[config.mk]
export PLATFORM = sky130hd
export DESIGN_NAME = chrom_eval_dispatcher
export DESIGN_NICKNAME = d
export VERILOG_FILES = /design/src/rtl/chrom_eval_dispatcher_pkg.sv /design/src/rtl/chrom_eval_dispatcher_assembler.sv /design/src/rtl/chrom_eval_dispatcher.sv
export SDC_FILE = /design/constraint.sdc
export NUM_CORES = 2
export LEC_CHECK = 0
export ABC_AREA = 1
export BUFFER_PORTS_ARGS = -buffer_cell sky130_fd_sc_hd__clkbuf_2
export CAP_MARGIN = 30
export CORE_AREA = 2 2 542 544
export CTS_CLUSTER_SIZE = 20
export DETAILED_ROUTE_END_ITERATION = 6
export DIE_AREA = 0 0 544 546
export PLACE_DENSITY = 0.42
export SYNTH_ARGS = -nofsm -noshare
export SYNTH_HDL_FRONTEND = slang
export SYNTH_HIERARCHICAL = 1
export SYNTH_SLANG_ARGS = --single-unit
export TNS_END_PERCENT = 5
[constraint.sdc]
create_clock -name iClock -period 2.4 [get_ports iClock]
set_clock_uncertainty 0.15 [all_clocks]
set_input_delay 0.24 -clock iClock [delete_from_list [all_inputs] [get_ports iClock]]
set_output_delay 0.24 -clock iClock [all_outputs]
set_load 0.02 [all_outputs]
[src/rtl/chrom_eval_dispatcher_pkg.sv]
// Shared definitions for the chromosome evaluation dispatcher: state encoding
// and default geometry of a chromosome and its result block.
package chrom_eval_dispatcher_pkg;

   localparam int CHROM_WORDS_DEF = 31;
   localparam int NUM_SUMS_DEF    = 8;
   localparam int CHROM_STRIDE    = 32;

   typedef enum logic [2:0] {
      ST_IDLE       = 3'd0,
      ST_FETCH      = 3'd1,
      ST_WAIT_READY = 3'd2,
      ST_START      = 3'd3,
      ST_FEEDBACK   = 3'd4,
      ST_WRITEBACK  = 3'd5,
      ST_NEXT       = 3'd6
   } disp_state_t;

endpackage

[src/rtl/chrom_eval_dispatcher_assembler.sv]
// Shifts fetched RAM words into the chromosome description register; after
// WORDS captures the first word fetched sits in bits [31:0].
module chrom_word_assembler
   import chrom_eval_dispatcher_pkg::*;
#(
   parameter int WORDS = CHROM_WORDS_DEF
) (
   input  logic                  iClock,
   input  logic                  iReset,
   input  logic                  capture,
   input  logic [31:0]           word,
   output logic [WORDS*32-1:0]   description
);

   always_ff @(posedge iClock) begin
      if (iReset) begin
         description <= '0;
      end else if (capture) begin
         description <= {word, description[WORDS*32-1:32]};
      end
   end

endmodule

[src/rtl/chrom_eval_dispatcher.sv]
// Batch dispatcher: fetches each chromosome from RAM, hands it to the
// evaluator via a start/done/feedback handshake and writes the error sums back.
//
// state       | meaning
// ------------+---------------------------------------------------------
// IDLE        | waiting for iGo
// FETCH       | issuing CHROM_WORDS reads, capturing one cycle later
// WAIT_READY  | description assembled, waiting for evaluator ready
// START       | oStartProcessing high until iDoneProcessing seen
// FEEDBACK    | oDoneProcessingFeedback high until iDoneProcessing drops
// WRITEBACK   | NUM_SUMS consecutive result writes
// NEXT        | advance to next chromosome or finish the batch
module chrom_eval_dispatcher
   import chrom_eval_dispatcher_pkg::*;
#(
   parameter int CHROM_WORDS = CHROM_WORDS_DEF,
   parameter int NUM_SUMS    = NUM_SUMS_DEF,
   parameter int ADDR_W      = 16
) (
   input  logic                      iClock,
   input  logic                      iReset,
   input  logic                      iGo,
   input  logic [15:0]               iNumChroms,
   input  logic [ADDR_W-1:0]         iChromBase,
   input  logic [ADDR_W-1:0]         iResultBase,
   output logic [ADDR_W-1:0]         oMemAddress,
   output logic                      oMemWrite,
   output logic [31:0]               oMemWriteData,
   input  logic [31:0]               iMemReadData,
   output logic [CHROM_WORDS*32-1:0] oChromDescription,
   output logic                      oStartProcessing,
   input  logic                      iReadyToProcess,
   input  logic                      iDoneProcessing,
   output logic                      oDoneProcessingFeedback,
   input  logic [NUM_SUMS*32-1:0]    iErrorSums,
   output logic                      oBusy,
   output logic                      oBatchDone,
   output logic [15:0]               oChromIndex,
   output logic [2:0]                oState
);

   localparam int FCNT_W = $clog2(CHROM_WORDS + 1);
   localparam int WCNT_W = $clog2(NUM_SUMS + 1);

   localparam logic [FCNT_W-1:0] FETCH_LOAD = FCNT_W'(CHROM_WORDS);
   localparam logic [FCNT_W-1:0] FETCH_ONE  = FCNT_W'(1);
   localparam logic [WCNT_W-1:0] WB_LOAD    = WCNT_W'(NUM_SUMS - 1);
   localparam logic [WCNT_W-1:0] WB_ONE     = WCNT_W'(1);
   localparam logic [ADDR_W-1:0] ADDR_ONE   = ADDR_W'(1);
   localparam logic [ADDR_W-1:0] STRIDE_A   = ADDR_W'(CHROM_STRIDE);
   localparam logic [ADDR_W-1:0] SUMS_A     = ADDR_W'(NUM_SUMS);

   disp_state_t               state;
   logic [15:0]               num_q;
   logic [ADDR_W-1:0]         chrom_ptr;
   logic [ADDR_W-1:0]         result_ptr;
   logic [FCNT_W-1:0]         fetch_cnt;
   logic [WCNT_W-1:0]         wb_cnt;
   logic                      rd_pending;
   logic [NUM_SUMS*32-1:0]    sums_q;

   assign oState = state;

   // rd_pending marks that the previous cycle issued a read, so this
   // cycle's iMemReadData holds the next chromosome word.
   chrom_word_assembler #(
      .WORDS (CHROM_WORDS)
   ) u_assembler (
      .iClock      (iClock),
      .iReset      (iReset),
      .capture     (rd_pending),
      .word        (iMemReadData),
      .description (oChromDescription)
   );

   always_ff @(posedge iClock) begin
      if (iReset) begin
         state                   <= ST_IDLE;
         num_q                   <= '0;
         chrom_ptr               <= '0;
         result_ptr              <= '0;
         fetch_cnt               <= '0;
         wb_cnt                  <= '0;
         rd_pending              <= 1'b0;
         sums_q                  <= '0;
         oMemAddress             <= '0;
         oMemWrite               <= 1'b0;
         oMemWriteData           <= '0;
         oStartProcessing        <= 1'b0;
         oDoneProcessingFeedback <= 1'b0;
         oBusy                   <= 1'b0;
         oBatchDone              <= 1'b0;
         oChromIndex             <= '0;
      end else begin
         oBatchDone <= 1'b0;
         rd_pending <= 1'b0;
         case (state)
            ST_IDLE: begin
               if (iGo) begin
                  if (iNumChroms == 16'd0) begin
                     oBatchDone <= 1'b1;
                  end else begin
                     num_q       <= iNumChroms;
                     chrom_ptr   <= iChromBase;
                     result_ptr  <= iResultBase;
                     oChromIndex <= '0;
                     oMemAddress <= iChromBase;
                     fetch_cnt   <= FETCH_LOAD;
                     oBusy       <= 1'b1;
                     state       <= ST_FETCH;
                  end
               end
            end
            ST_FETCH: begin
               // Down-counter: CHROM_WORDS issue cycles, then one drain
               // cycle in which the final word is captured.
               if (fetch_cnt == '0) begin
                  state <= ST_WAIT_READY;
               end else begin
                  rd_pending <= 1'b1;
                  fetch_cnt  <= fetch_cnt - FETCH_ONE;
                  if (fetch_cnt != FETCH_ONE) begin
                     oMemAddress <= oMemAddress + ADDR_ONE;
                  end
               end
            end
            ST_WAIT_READY: begin
               if (iReadyToProcess) begin
                  oStartProcessing <= 1'b1;
                  state            <= ST_START;
               end
            end
            ST_START: begin
               if (iDoneProcessing) begin
                  sums_q                  <= iErrorSums;
                  oStartProcessing        <= 1'b0;
                  oDoneProcessingFeedback <= 1'b1;
                  state                   <= ST_FEEDBACK;
               end
            end
            ST_FEEDBACK: begin
               if (!iDoneProcessing) begin
                  oDoneProcessingFeedback <= 1'b0;
                  oMemWrite               <= 1'b1;
                  oMemAddress             <= result_ptr;
                  oMemWriteData           <= sums_q[31:0];
                  sums_q                  <= sums_q >> 32;
                  wb_cnt                  <= WB_LOAD;
                  state                   <= ST_WRITEBACK;
               end
            end
            ST_WRITEBACK: begin
               if (wb_cnt == '0) begin
                  oMemWrite <= 1'b0;
                  state     <= ST_NEXT;
               end else begin
                  oMemAddress   <= oMemAddress + ADDR_ONE;
                  oMemWriteData <= sums_q[31:0];
                  sums_q        <= sums_q >> 32;
                  wb_cnt        <= wb_cnt - WB_ONE;
               end
            end
            ST_NEXT: begin
               if (oChromIndex == num_q - 16'd1) begin
                  oBatchDone <= 1'b1;
                  oBusy      <= 1'b0;
                  state      <= ST_IDLE;
               end else begin
                  oChromIndex <= oChromIndex + 16'd1;
                  chrom_ptr   <= chrom_ptr + STRIDE_A;
                  oMemAddress <= chrom_ptr + STRIDE_A;
                  result_ptr  <= result_ptr + SUMS_A;
                  fetch_cnt   <= FETCH_LOAD;
                  state       <= ST_FETCH;
               end
            end
            default: begin
               oBusy <= 1'b0;
               state <= ST_IDLE;
            end
         endcase
      end
   end

endmodule
==> metrics.md <==
| Metric | Value |
|---|---|
| Synth-to-Final Area Change | `36.5%` |
| PwrDens | `1140 nW/um^2` |
| CP top delay family | `simple AND/OR/NAND/NOR gates` |
| Fin nets | `~11000` |
| Worst-margin pin slew | `around 920 ps` |
| GP Congestion | `about 0.86` |
| Post-Layout Cell Count | `14600` |
| Cts bufs inserted | `between 150 and 200` |
| Synth warn | `6` |
| CTS tree | `built` |
| #FFs+latches synth | `1378` |
| Post-route setup slack | `slightly above 30 ps` |
| Routed vias/inst | `between 3 and 4` |
| Setup TNS | `0 ps` |
| Most frequent cells after synthesis | `nor2_1, nand2_1, dfxtp_1` |
| Worst path bufs/invs | `3` |
| Avg WL per Cell | `around 19 um` |
| Final setup violation count | `0` |
| Syn Std Cell Area | `approximately 60000 sq um` |
| Worst reg-to-reg setup slack | `about 31 ps` |
| WHS | `87.3 ps` |
| P_int | `roughly 55000 uW` |
| Max Transition Viols Final | `0` |
| Worst skew pair latency | `around 840 ps` |
| Met1 Track Usage GR | `around a fifth` |
| Period minus WS final | `between 2000 and 2500 ps` |
| First DRT Iteration DRCs | `3811` |
| Slowest CP cell | `dfxtp_2` |
| HPWL after DPL | `roughly 220000 um` |
| Crit path DAT | `between 2000 and 3000 ps` |
| Gr usage total | `17.6%` |
| Share of layout cells above drive strength 1 | `between 10% and 20%` |
| Clock sink count | `1378` |
| Final Hold Fails | `0` |
| Synth area leaders | `dfxtp_1, nor2_1, nand2_1` |
| Htree depth | `4` |
| Min-Delay Path Class | `in -> reg` |
| RSZ-0062 raised after global routing | `yes` |
| Num ports | `about 1400` |
| Prevailing post-synth register cell | `dfxtp_1` |
| Slowest stage delay, CP | `between 300 and 400 ps` |
| Cell row count | `~200` |
| Status | `finished, final reports clean` |
| Die X | `between 500 and 600 um` |
| Clock transition at path regs | `about 60 ps` |
| CP max FO | `6` |
| Yosys top cell area share | `a little under half` |
| Cell taking the most area after synthesis | `dfxtp_1` |
| Headroom to the max-slew limit | `just under 40%` |
| Netlist cell types | `between 40 and 50` |
| DRT Pass-1 Iters | `7` |
| Starting Density | `just over 20%` |
| Most common cell on crit path | `nor2_4` |
| Net Sw Power | `37900 uW` |
| Combinational group share of total power | `a little over a third` |
| Clock power share | `29.2%` |
| Routed WL | `277000 um` |
| Syn_area_per_cell | `6.75 sq um` |
| VDD IR max | `614 uV` |
| Leak | `0.0346 uW` |
| Register share of total power | `between 30% and 40%` |
| Via count | `~58000` |
| First-pass GRT wire length | `around 390000 um` |
| Overflow left after global routing | `0` |
| Final ANT Viol Nets | `0` |
| Via count of the first global-routing pass | `about 55000` |
| Longest Clk Path Bufs | `4` |
| Port Buffers | `about 1400` |
| Startpoint types | `flop` |
| Critical Path Sink Type | `flop` |
| M3 GR Usage | `5.22%` |
| GR peak layer | `met2` |
| Die Area | `~300000 sq um` |
| Post-synth ARST share | `0%` |
| CP Data Required Time | `~3000 ps` |
| Placed cell count | `around 14000` |
| Sequential area share after synthesis | `between 40% and 50%` |
| Gate Count Post-Synth | `about 8800` |
| Total core area | `slightly below 300000 sq um` |
| Top-count cell post-synth | `nor2_1` |
| Die extent in y | `around 550 um` |
| Max-cap viol count | `0` |
| Post-synth EDFFs | `0` |
| M2 GR Usage | `31.4%` |
| Root buffer cell | `clkbuf_16` |
| Crit-path cells | `buf_6, nor2_4, nand2_4, nor2_4, buf_6, nand3b_1, nand2_2, nand4_1, nor2_4, nand3_4, nand3_4, clkbuf_16, nand2_1, nand2_1, nor2_1` |
| Initial antenna violation count | `30` |
| Type of the worst setup path | `reg -> reg` |
| Sw Ratio | `about 40%` |
| Setup WS pre-CTS | `between 8 and 9 ps` |
| Post-route DRC | `0` |
| Largest net degree at the start of global routing | `roughly 140` |
| FMAX | `422 MHz` |
| Syn_nets | `9183` |
| Tcrit/Tclk final | `approximately 99%` |
[through the flow]
| stage | area (sq um) | power, uW | utilization [%] |
|---|---|---|---|
| final | 81400 | 92600 | 27.9 |
| after global routing | 81400 | 98600 | 27.9 |
| after CTS | 80400 | 93100 | 27.5 |
| after detailed placement | 71000 | 64900 | 24.3 |
| after global placement | 71000 | 65000 | 24.3 |
| after floorplan | 59600 | 52100 | - |
[final timing paths]
check | startpoint | endpoint | cells after the start
setup / recovery | num_q[1] | result_ptr[6] | 15
hold / removal | iErrorSums[244] | sums_q[244] | 4
setup reg to reg | num_q[1] | result_ptr[6] | 15
hold reg to reg | wb_cnt[0] | wb_cnt[0] | 1
[power groups by stage]
| stage | logic [uW] | clock network (uW) | registers [uW] |
|---|---|---|---|
| 6_report | 32600 | 27100 | 32900 |
| 5_1_grt | 36200 | 28800 | 33600 |
| 4_1_cts | 32000 | 28000 | 33100 |
| 3_5_place_dp | 31400 | 0 | 33500 |
| 3_3_place_gp | 31500 | 0 | 33500 |
| 2_1_floorplan | 16200 | 0 | 36000 |
[logic make-up after synthesis]
logic type / count (synthesis) / synth area share, %
XOR/XNOR: 36 / 0.529
adder cells (fa/ha/maj): 9 / 0.189
AO/OA/AOI/OAI: 696 / 8.14
flip-flops: 1378 / 46.3
AND/OR/NAND/NOR: 4820 / 30.9
buffers and inverters: 1894 / 13.9
[worst reg2reg max path: stages (launching register included)]
cell and delay [ps]:
dfxtp_2 320, buf_6 110, nor2_4 100, nand2_4 100
nor2_4 150, buf_6 120, nand3b_1 80, nand2_2 90
nand4_1 140, nor2_4 180, nand3_4 140, nand3_4 230
clkbuf_16 210, nand2_1 50, nand2_1 60, nor2_1 40
[routing by layer]
| metal | routed length, um | vias to the layer above |
|---|---|---|
| li1 | - | 29900 |
| met1 | 111000 | 26400 |
| met2 | 136000 | 1540 |
| met3 | 21600 | 353 |
| met4 | 7680 | 18 |
| met5 | 123 | - |
[what timing repair did]
action	in CTS	in global routing
resized for setup	3	136
setup endpoints to repair	2	270
gates cloned	0	13
endpoints found under the hold margin	413	0
buffers inserted	2	9
pin swaps	0	27
hold buffers	362	0
[registers in the layout, indices dropped and copies added (netlist names), 3 cells and up]
name	count
u_assembler/description	992
sums_q	256
oMemWriteData	32
chrom_ptr	16
num_q	16
oChromIndex	16
oMemAddress	16
result_ptr	16
fetch_cnt	5
wb_cnt	4
oState	3
[final cells by class]
class | count | area (sq um)
multi-input cells | 5562 | 24200
diodes | 20 | 50.0
fillers | 32900 | 211000
flip-flops and latches | 1378 | 27600
clock buffers | 251 | 5090
well taps | 3919 | 4900
inverters | 1376 | 5180
repair buffers | 2003 | 13700
clock inverters | 57 | 703
[layout by cell type, fill, tap and decap left out, types with 27 or more instances in the layout]
cell type,netlist,layout
a211oi_1,514,487
a211oi_2,0,27
a21oi_1,99,90
buf_12,0,71
buf_4,14,136
clkbuf_1,129,35
clkbuf_16,0,187
clkbuf_2,0,1403
clkbuf_8,0,40
dfxtp_1,1378,1371
dlygate4sd3_1,0,361
inv_1,1364,1359
nand2_1,2262,2233
nand3_1,75,72
nand4_1,40,40
nor2_1,2394,2382
o21ai_0,50,50
(Power assumes the default switching activity.)
